==> config.mk <==
export PLATFORM = sky130hd
export DESIGN_NAME = demux1to2_buf
export DESIGN_NICKNAME = d
export VERILOG_FILES = /design/src/rtl/demux1to2_buf.sv
export SDC_FILE = /design/constraint.sdc
export NUM_CORES = 1
export LEC_CHECK = 0
export ABC_AREA = 0
export ABC_CLOCK_PERIOD_IN_PS = 4600
export CORE_ASPECT_RATIO = 1.4
export CORE_MARGIN = 2
export CORE_UTILIZATION = 49
export DETAILED_ROUTE_END_ITERATION = 10
export GPL_ROUTABILITY_DRIVEN = 1
export PLACE_DENSITY = 0.83
export SKIP_LAST_GASP = 1
export SLEW_MARGIN = 10
export SYNTH_ARGS = -nofsm -noshare
export SYNTH_HDL_FRONTEND = slang
export SYNTH_SLANG_ARGS = --single-unit
export TNS_END_PERCENT = 10
==> constraint.sdc <==
create_clock -name clk -period 4.6 [get_ports clk]
set_clock_uncertainty 0.1 [all_clocks]
set_input_delay 0.92 -clock clk [delete_from_list [all_inputs] [get_ports clk]]
set_output_delay 0.92 -clock clk [all_outputs]
set_load 0.01 [all_outputs]
==> src/rtl/demux1to2_buf.sv <==
`default_nettype none
// ============================================================================
// Module   : demux1to2_buf
// Brief    : 1-to-2 demultiplexer with a small FIFO on each output channel.
//            Optional per-channel push counters behind macro DEMUX_STATS_EN.
// Revision : 1.0 - initial release
// ============================================================================
module demux1to2_buf #(
    parameter int WIDTH = 5,
    parameter int DEPTH = 2,
    parameter int CNTW  = 8
) (
    input  logic             clk,
    input  logic             rst,
    input  logic             in_valid,
    output logic             in_ready,
    input  logic             ctrl,
    input  logic [WIDTH-1:0] in_data,
    output logic             out1_valid,
    input  logic             out1_ready,
    output logic [WIDTH-1:0] out1_data,
    output logic             out2_valid,
    input  logic             out2_ready,
    output logic [WIDTH-1:0] out2_data,
    output logic [CNTW-1:0]  cnt1,
    output logic [CNTW-1:0]  cnt2
);

    localparam int c_PW = $clog2(DEPTH);
    localparam int c_CW = $clog2(DEPTH + 1);
    localparam logic [c_CW-1:0] c_FULL = c_CW'(DEPTH);

    logic [1:0]       w_full;
    logic [1:0]       w_valid;
    logic [1:0]       w_push;
    logic [1:0]       w_pop;
    logic [1:0]       w_rdy;
    logic [WIDTH-1:0] w_head [2];

    assign w_rdy    = {out2_ready, out1_ready};
    // Depends only on ctrl and registered occupancy, never on the consumers.
    assign in_ready = ~w_full[ctrl];

    for (genvar g = 0; g < 2; g++) begin : g_ch
        logic [WIDTH-1:0] r_mem [DEPTH];
        logic [c_PW-1:0]  r_wr;
        logic [c_PW-1:0]  r_rd;
        logic [c_CW-1:0]  r_cnt;

        assign w_full[g]  = (r_cnt == c_FULL);
        assign w_valid[g] = (r_cnt != '0);
        assign w_push[g]  = in_valid & ~w_full[g] & (ctrl == 1'(g));
        assign w_pop[g]   = w_valid[g] & w_rdy[g];
        // Gating by occupancy makes the head read as zero the moment reset hits.
        assign w_head[g]  = w_valid[g] ? r_mem[r_rd] : '0;

        always_ff @(posedge clk) begin
            if (w_push[g]) begin
                r_mem[r_wr] <= in_data;
            end
        end

        always_ff @(posedge clk or posedge rst) begin
            if (rst) begin
                r_wr  <= '0;
                r_rd  <= '0;
                r_cnt <= '0;
            end else begin
                if (w_push[g]) begin
                    r_wr <= r_wr + 1'b1;
                end
                if (w_pop[g]) begin
                    r_rd <= r_rd + 1'b1;
                end
                case ({w_push[g], w_pop[g]})
                    2'b10:   r_cnt <= r_cnt + 1'b1;
                    2'b01:   r_cnt <= r_cnt - 1'b1;
                    default: r_cnt <= r_cnt;
                endcase
            end
        end
    end

    assign out1_valid = w_valid[0];
    assign out1_data  = w_head[0];
    assign out2_valid = w_valid[1];
    assign out2_data  = w_head[1];

`ifdef DEMUX_STATS_EN
    logic [CNTW-1:0] r_cnt1;
    logic [CNTW-1:0] r_cnt2;

    always_ff @(posedge clk or posedge rst) begin
        if (rst) begin
            r_cnt1 <= '0;
            r_cnt2 <= '0;
        end else begin
            if (w_push[0]) begin
                r_cnt1 <= r_cnt1 + 1'b1;
            end
            if (w_push[1]) begin
                r_cnt2 <= r_cnt2 + 1'b1;
            end
        end
    end

    assign cnt1 = r_cnt1;
    assign cnt2 = r_cnt2;
`else
    assign cnt1 = '0;
    assign cnt2 = '0;
`endif

endmodule
`default_nettype wire
Yosys cells after proc, flatten, opt, wreduce, memory -nomap -nowiden
Memory sizes are Yosys's and may differ from the RTL's.
Index checks and enable logic that the tools add are counted.
{ "op_classes": {"multipliers": 0, "n_addsub": 8, "n_mux": 10, "n_reduce_logical": 4, "shifts": 0, "n_bitwise": 10, "eq_ne": 6, "div_mod_pow": 0, "order_cmp": 1} }
{ "ops": {"columns": ["cell", "count"], "rows": [
  ["$mux W5", 2],
  ["$eq A2 B2 Y1 const B", 4],
  ["$pmux W2 S2", 2],
  ["$reduce_bool A2 Y1", 4],
  ["$and A1 B1 Y1", 6],
  ["$mux W1", 6],
  ["$add A1 B1 Y1 const B", 4],
  ["$add A2 B1 Y2 const B", 2],
  ["$eq A2 B1 Y1 const B", 2],
  ["$not A1 Y1", 4],
  ["$sub A2 B1 Y2 const B", 2],
  ["$lt A1 B2 Y1 const B", 1]
]} }
{ "word_totals": {"n_memories": 2, "ramBits": 20, "output_inout_bits": 29, "regBits": 8, "latch_bits": 0, "rom_bits": 0} }
{ "memory_table": {"columns": ["memory", "words", "word_bits", "rd", "rd_ports_with_merged_regs", "write_ports", "line_no", "source"], "rows": [
  ["g_ch[0].r_mem", 2, 5, 1, 0, 1, "45", "logic [WIDTH-1:0] r_mem [DEPTH];"],
  ["g_ch[1].r_mem", 2, 5, 1, 0, 1, "45", null]
]} }

Longest topological paths before layout
Gate-level depths: netlist of the first run.
{ "logic_depth": {"ltp_word": 6, "mapped_depth": 6} }

Least setup slack after synthesis of the first run
No wires, ideal clock.
{ "synth_path": {"path_kind": "input to output", "from": "in ctrl", "to": "out in_ready", "path_slack_ns": 2.325, "path_buffers": 0, "arrival_time_ns": 1.255, "required_time_ns": 3.580, "path_stages": 1, "path_cell_list": "mux2_2"} }
{ "synth_via": {"elab_chain_cells": 3} }
{ "synth_lines": {"columns": ["item", "line_no", "source"], "rows": [
  ["from (decl)", "17", "input logic ctrl,"],
  ["$mux W1 (not written as such) (2 in series)", "42", "assign in_ready = ~w_full[ctrl];"],
  ["$not A1 Y1", "42", null],
  ["to (decl)", "16", "output logic in_ready,"]
]} }
No other way between the ends. The select of a mux whose other input is x is not followed.

Worst setup path after layout of the first run
Same ends and word-level chain as after synthesis.

==> qor.log, run 1 <==
INFO  outcome        status=finished clean
INFO  clocking       cts.root.buffer_cell=clkbuf_4
INFO  timing         layout_setup_ws=1.33ns
INFO  clocking       cts.sink_count=28
INFO  synth          synth_top_family_by_area=buffers and inverters
INFO  floorplan      die_h=65.2µm
INFO  timing         final_setup_violation_count=0
INFO  place          placement.io_buffers=23
INFO  setup_path     crit_type=in -> out
INFO  power          power_frac_clock=11.2%
INFO  route          drc=0
INFO  clocking       cts_repair_resize_count=0
INFO  power          ir_drop=0.330mV
INFO  worst_hold_path class_of_the_worst_hold_path=reg -> reg
INFO  synth          synth-edff-count=20
INFO  setup_path     timing.critical_path.mode_cell=clkdlybuf4s50_1
INFO  synth          synth_compound_area_share=0%
INFO  floorplan      io_pins=40
INFO  job            max-cap-violations=0
INFO  synth          netlist_top_cells_count=20 x edfxtp_1, 16 x buf_4, 16 x nor2_1, 10 x mux2i_1, 8 x dfrtp_1
INFO  synth          dominantRegCellSynth=edfxtp_1
INFO  route          via_per_inst=4.52
INFO  finish         synthToLayoutAreaGrowth=17.4%
INFO  clocking       worstSkewPairLatency=0.32ns
INFO  route          num_vias=718
INFO  route          route.detailed.wl_per_inst=11.6µm
INFO  global_routing number_of_global_route_vias_before_repair=700
INFO  clocking       htree_num_levels=1
INFO  power          cellInternalPower=0.000579W
INFO  place          placedInstanceArea=0.00151mm²
INFO  synth          synth_simple_gate_area_share=10.3%
INFO  floorplan      start_util=50.7%
INFO  power          total_leakage_power=0.628nW
INFO  global_routing grt_remaining_overflow=0
INFO  floorplan      core=0.00259mm²
INFO  clocking       clockBufferDepth=2
INFO  setup_path     worstPathArrival=2.25ns
INFO  synth          yosysTopAreaCellShare=45.8%
INFO  power          p_per_cell_area=565mW/mm²
INFO  setup_path     critical_path_peak_fanout=3
INFO  timing         setup-tns-final=0ns
INFO  place          placedCellCount=155
INFO  place          detailed_place_hpwl=1540µm
INFO  finish         layout.cells.non_filler=159
INFO  floorplan      die-area=0.00311mm²
INFO  synth          synth-warning-count=0
INFO  setup_path     critPathRequiredTime=3.58ns
INFO  timing         rsz0062_at_grt=false
INFO  power          power.share.switching=33.4%
INFO  finish         layout_cells_sized_above_1=8.94%
INFO  finish         finish.net_count=137
INFO  route          route.final.wire_length=1840µm
INFO  power          net_switching_component_of_the_power=0.000291W
INFO  setup_path     timing.critical_path.from_type=input pin
INFO  finish         post-route-cell-area=0.00154mm²
INFO  global_routing grt_start_max_net_pins=16
INFO  synth          synth-seq-area-share=61.0%
INFO  synth          post_synthesis_adder_cell_area_fraction=1.91%
INFO  place          place_ws=1.33ns
INFO  finish         antenna_cells=0
INFO  route          drtAntennaViolNets=0
INFO  floorplan      chipWidth=47.7µm
INFO  timing         period_needed=3.27ns
INFO  setup_path     timing.critical_path.buf_inv=2
INFO  setup_path     slowest_stage=clkdlybuf4s50_1
INFO  synth          ys_ff_latch=28
INFO  route          firstDrtPassIters=3
INFO  clocking       tritoncts=done
INFO  floorplan      rows=22
INFO  setup_path     crit_path_end_kind=primary output
INFO  global_routing first_pass_grt_wire_length=3150µm
INFO  clocking       cts_setup_buffers=0
INFO  synth          yosys.cell_count.top_type=edfxtp_1
INFO  synth          synth.mux.area_fraction=8.48%
INFO  synth          async_reset_ff_share=28.6%
INFO  setup_path     maximum_cell_stage_delay_along_the_critical_path=0.52ns
INFO  synth          yosys-top-cells-area=edfxtp_1 46%, dfrtp_1 15%, buf_4 9.2%, mux2i_1 7.6%, nor2_1 4.6%
INFO  synth          synth_cell_types=18
INFO  route          drt_iter0_markers=20
INFO  timing         timing.final.crit_share=71.1%
INFO  synth          leading_area_contributor_after_synthesis=edfxtp_1
INFO  timing         hold_viol=0
INFO  place          place.gp.congestion=0.760
INFO  clocking       hold_buffers=0
INFO  global_routing grt_antenna_before_repair=0
INFO  setup_path     worstPathCellList=clkdlybuf4s50_1 -> mux2_2 -> clkdlybuf4s50_1
INFO  power          power.combinational.fraction=43.2%
INFO  synth          cell_area_synth=0.00131mm²
INFO  global_routing global_route.usage.total=14.8%
INFO  synth          postSynthAreaPerCell=13.3µm²
INFO  power          seq_power_share=45.7%
INFO  setup_path     path_delay_family=buffers and inverters
INFO  timing         final-max-slew-violation-count=0
INFO  clocking       clk_transition_reported_paths=0.12ns
INFO  power          total_power=0.000870W
INFO  timing         achievable-frequency=0.306GHz
INFO  synth          netlist_instances=99
INFO  synth          synth-xor-area-share=6.67%
INFO  clocking       cts_made_buffers=3
## metrics by stage
| stage | hold slack (ns) | util (%) |
|---|---|---|
| detailed placement | 0.399 | 58.5 |
| global placement | 0.382 | 58.5 |
| CTS | 0.422 | 59.5 |
| global route | 0.455 | 59.5 |
| finish | 0.415 | 59.5 |
| floorplan | 0.367 | - |
## final cells by class
| class | instances | area (µm²) |
|---|---|---|
| well taps | 36 | 45.0 |
| clock buffers | 4 | 26.3 |
| repair buffers | 23 | 230 |
| fillers | 225 | 1050 |
| multi-input cells | 63 | 419 |
| flip-flops and latches | 28 | 801 |
| inverters | 5 | 18.8 |
## worst register-to-register path, cell delays in order (launching register included)
cell	delay, ns
dfrtp_1	0.45
nor2_2	0.29
nor2b_2	0.10
ha_1	0.33
nor2_1	0.14
xor2_1	0.17
## cells in the final DEF, fill, tap and decap left out, drive strengths merged, types with 2 or more instances in the layout
master and count:
nand2b 2, nor2b 2, ha 2, conb 16
dfrtp 8, clkdlybuf4s50 23, edfxtp 20, nor2 18
xor2 4, inv 5, xnor2 6, clkbuf 4
mux2i 10
## metal layers
metal | GRT usage [%] | wire [µm] | up-vias
met5 | 0 | 0 | -
met4 | 9.12 | 60 | 0
met3 | 2.47 | 116 | 5
met2 | 24.7 | 1030 | 32
met1 | 16.4 | 635 | 337
li1 | - | - | 344
## power by group through the flow
stage | combinational, W | sequential [W] | clock [W]
3_5_place_dp | 0.000380 | 0.000405 | 0
4_1_cts | 0.000383 | 0.000399 | 0.0000997
3_3_place_gp | 0.000368 | 0.000398 | 0
6_report | 0.000375 | 0.000397 | 0.0000970
5_1_grt | 0.000417 | 0.000407 | 0.000110
2_1_floorplan | 0.000260 | 0.000371 | 0
## final timing paths
path | start | to | cells after the start | slack (ns)
worst max-delay path | ctrl | in_ready | 3 | 1.33
worst min-delay path | g_ch[0].r_wr$_DFFE_PP0N_ | g_ch[0].r_wr$_DFFE_PP0N_ | 1 | 0.42
worst max register to register | g_ch[0].r_cnt[1]$_DFFE_PP0P_ | g_ch[0].r_cnt[1]$_DFFE_PP0P_ | 5 | 2.96
worst min register to register | g_ch[0].r_wr$_DFFE_PP0N_ | g_ch[0].r_wr$_DFFE_PP0N_ | 1 | 0.42
max in group asynchronous | rst | g_ch[0].r_rd$_DFFE_PP0P_ | 2 | 3.45
min in group asynchronous | rst | g_ch[1].r_cnt[1]$_DFFE_PP0P_ | 2 | 0.72
## flip-flops by register name, summed over array words and instances (netlist names)
register,flops
g_ch.r_mem,20
g_ch.r_wr,2
g_ch.r_rd,2
g_ch.r_cnt,4
## cell families after synthesis
logic type	after synthesis
mux	11
fa+ha+maj	2
flops	28
simple gates	24
buf+inv	23
xor+xnor	10
other cells	1
Note: power is estimated with default switching activity, not from simulation.
==> run 2: changes to the inputs <==
- ABC_CLOCK_PERIOD_IN_PS: 4600 -> 3000
- CORE_UTILIZATION: 49 -> 41
- PLACE_DENSITY: 0.83 -> 0.74
- clock period: 4.6 -> 3 ns (I/O delays scaled with it)
==> run 2 against run 1 <==
  * Final cell count increased by 1.9%
  * Global-route usage decreased by 4.2 points
  * Largest cell class unchanged
  * Critical endpoint unchanged
  * Sequential power increased by 53%
  * First-iteration DRC count decreased by 50%
  * Setup slack got worse by 0.98 ns
  * Register-to-register slack got worse by 1.6 ns
  * Worst hold slack got worse by 0.017 ns
  * Die area increased by 18%
==> qor.log, run 2 (synthesized netlist as in run 1, its figures left out) <==
INFO  outcome        status=finished clean
INFO  setup_path     r2r_slack=1.38ns [-1.58 ns]
INFO  timing         final-max-slew-violation-count=0 [unchanged]
INFO  place          detailed_place_hpwl=1510µm [-2.0%]
INFO  place          place.gp.congestion=0.710 [-6.6%]
INFO  finish         largest_reg_flops=20 [unchanged]
INFO  floorplan      core=0.00309mm² [+20%]
INFO  clocking       cts_made_buffers=3 [unchanged]
INFO  global_routing global_route.peak_usage_layer=met2
INFO  global_routing grt_use_met2=18.4% [-6.2 points]
INFO  power          p_per_cell_area=885mW/mm² [+57%]
INFO  route          firstDrtPassIters=4 [+1]
INFO  route          drt_iter0_markers=10 [-50%]
INFO  place          placedInstanceArea=0.00152mm² [+0.25%]
INFO  floorplan      start_util=42.4% [-8.3 points]
INFO  route          drtAntennaViolNets=0 [unchanged]
INFO  clocking       hold_buffers=0 [unchanged]
INFO  setup_path     worstPathArrival=1.95ns [-0.30 ns]
INFO  place          placement.io_buffers=23 [unchanged]
INFO  finish         post-route-cell-area=0.00156mm² [+1.5%]
INFO  timing         fin_hold_ws=0.398ns [-0.0174 ns]
INFO  clocking       clk_transition_reported_paths=0.09ns [-0.03 ns]
INFO  power          ir_drop=0.578mV [+75%]
INFO  power          total_leakage_power=0.636nW [+1.3%]
INFO  global_routing grt_antenna_before_repair=0 [unchanged]
INFO  timing         rsz0062_at_grt=false
INFO  clocking       cts_setup_buffers=0 [unchanged]
INFO  timing         achievable-frequency=0.378GHz
INFO  clocking       htree_num_levels=1 [unchanged]
INFO  finish         layout_cells_sized_above_1=8.94% [unchanged]
INFO  floorplan      io_pins=40 [unchanged]
INFO  timing         final_setup_violation_count=0 [unchanged]
INFO  floorplan      rows=24 [+9.1%]
INFO  setup_path     critPathRequiredTime=2.30ns [-1.28 ns]
INFO  route          drc=0 [unchanged]
INFO  finish         antenna_cells=0 [unchanged]
INFO  floorplan      die-area=0.00368mm² [+18%]
INFO  finish         reg.largest.list=g_ch.r_mem (20), g_ch.r_cnt (4)
INFO  finish         synthToLayoutAreaGrowth=19.1%
INFO  worst_hold_path hp-start=g_ch[0].r_wr$_DFFE_PP0N_
INFO  route          via_per_inst=4.26 [-5.7%]
INFO  global_routing first_pass_grt_wire_length=2810µm [-11%]
INFO  timing         timing.final.crit_share=88.3%
INFO  route          num_vias=690 [-3.9%]
INFO  timing         hold_viol=0 [unchanged]
INFO  timing         setup-tns-final=0ns [unchanged]
INFO  setup_path     timing.critical_path.from_type=input pin
INFO  job            max-cap-violations=0 [unchanged]
INFO  setup_path     crit_type=in -> out
INFO  setup_path     crit-reg2reg-capture=g_ch[0].r_cnt[1]$_DFFE_PP0P_
INFO  clocking       clockBufferDepth=2 [unchanged]
INFO  finish         layout.cells.non_filler=162 [+1.9%]
INFO  setup_path     r2r-start=g_ch[0].r_cnt[1]$_DFFE_PP0P_
INFO  floorplan      chipWidth=51.8µm [+8.5%]
INFO  global_routing grt_remaining_overflow=0 [unchanged]
INFO  global_routing grt_use_met1=12.3% [-4.1 points]
INFO  global_routing grt_start_max_net_pins=16 [unchanged]
INFO  worst_hold_path min_to=g_ch[0].r_wr$_DFFE_PP0N_
INFO  finish         commonest_non_fill_non_tap_cell_in_the_layout=clkdlybuf4s50_1
INFO  clocking       cts.root.buffer_cell=clkbuf_8
INFO  worst_hold_path holdPathStages=1 [unchanged]
INFO  clocking       worstSkewPairLatency=0.27ns [-0.05 ns]
INFO  finish         finish.net_count=137 [unchanged]
INFO  worst_hold_path class_of_the_worst_hold_path=reg -> reg
INFO  route          route.final.wire_length=1840µm [-0.22%]
INFO  timing         period_needed=2.65ns
INFO  place          placedCellCount=158 [+1.9%]
INFO  clocking       cts_repair_resize_count=0 [unchanged]
INFO  clocking       cts.sink_count=28 [unchanged]
INFO  global_routing number_of_global_route_vias_before_repair=611 [-13%]
INFO  finish         most-common-layout-cells=23 x clkdlybuf4s50_1, 20 x edfxtp_1, 16 x nor2_1, 16 x conb_1, 10 x mux2i_1
INFO  finish         regMostFlops=g_ch.r_mem
INFO  global_routing global_route.usage.total=10.5% [-4.2 points]
INFO  clocking       tritoncts=done
INFO  global_routing gr-usage-met3=1.48% [-1.0 points]
INFO  floorplan      die_h=70.9µm [+8.8%]
INFO  setup_path     reg2regPathDepth=5 [unchanged]
INFO  route          route.detailed.wl_per_inst=11.3µm [-2.1%]
INFO  setup_path     critical_path_peak_fanout=3 [unchanged]
INFO  setup_path     crit_path_end_kind=primary output
-- run 2: changes by cell type in the layout (fill, tap and decap cells not counted), sizes merged --
cell    change
clkbuf      -1
clkinv      +1
-- run 2: worst max-delay path, stage by stage --
cell and delay (ns):
clkdlybuf4s50_1 0.52, mux2_2 0.35, clkdlybuf4s50_1 0.48
-- run 2: per-stage QoR --
step,util (%),setup slack [ns],total power (W)
floorplan,-,1.36,0.000967
global placement,49.1,0.378,0.00118
detailed placement,49.1,0.350,0.00121
CTS,50.5,0.346,0.00140
global route,50.5,0.312,0.00147
finish,50.5,0.351,0.00138
-- run 2: worst max path at each step --
stage	from	endpoint	slack [ns]
6_report	ctrl	in_ready	0.35
5_1_grt	ctrl	in_ready	0.31
4_1_cts	ctrl	in_ready	0.35
3_5_place_dp	ctrl	in_ready	0.35
3_3_place_gp	ctrl	in_ready	0.38
2_1_floorplan	ctrl	in_ready	1.36
-- run 2: power by group --
group / leakage (nW) / internal (W) / switching [W]
registers: 0.276 / 0.000513 / 0.0000949
clock network: 0.0231 / 0.0000916 / 0.000103
logic: 0.337 / 0.000324 / 0.000257
total: 0.636 / 0.000928 / 0.000455
-- run 2: cell type report --
cell class                 instances  area (µm²)
clock buffer                       3        41.3
clock inverter                     1        3.75
fill                             260        1530
inverter                           5        18.8
multi-input combinational         63         419
sequential                        28         801
tap                               39        48.8
timing repair buffer              23         230
-- run 2: layer usage --
metal  wire length (µm)  vias to the layer above
met4                 35                        0
met2                987                       36
met1                696                      307
li1                   -                      343
met3                119                        4
met5                  0                        -
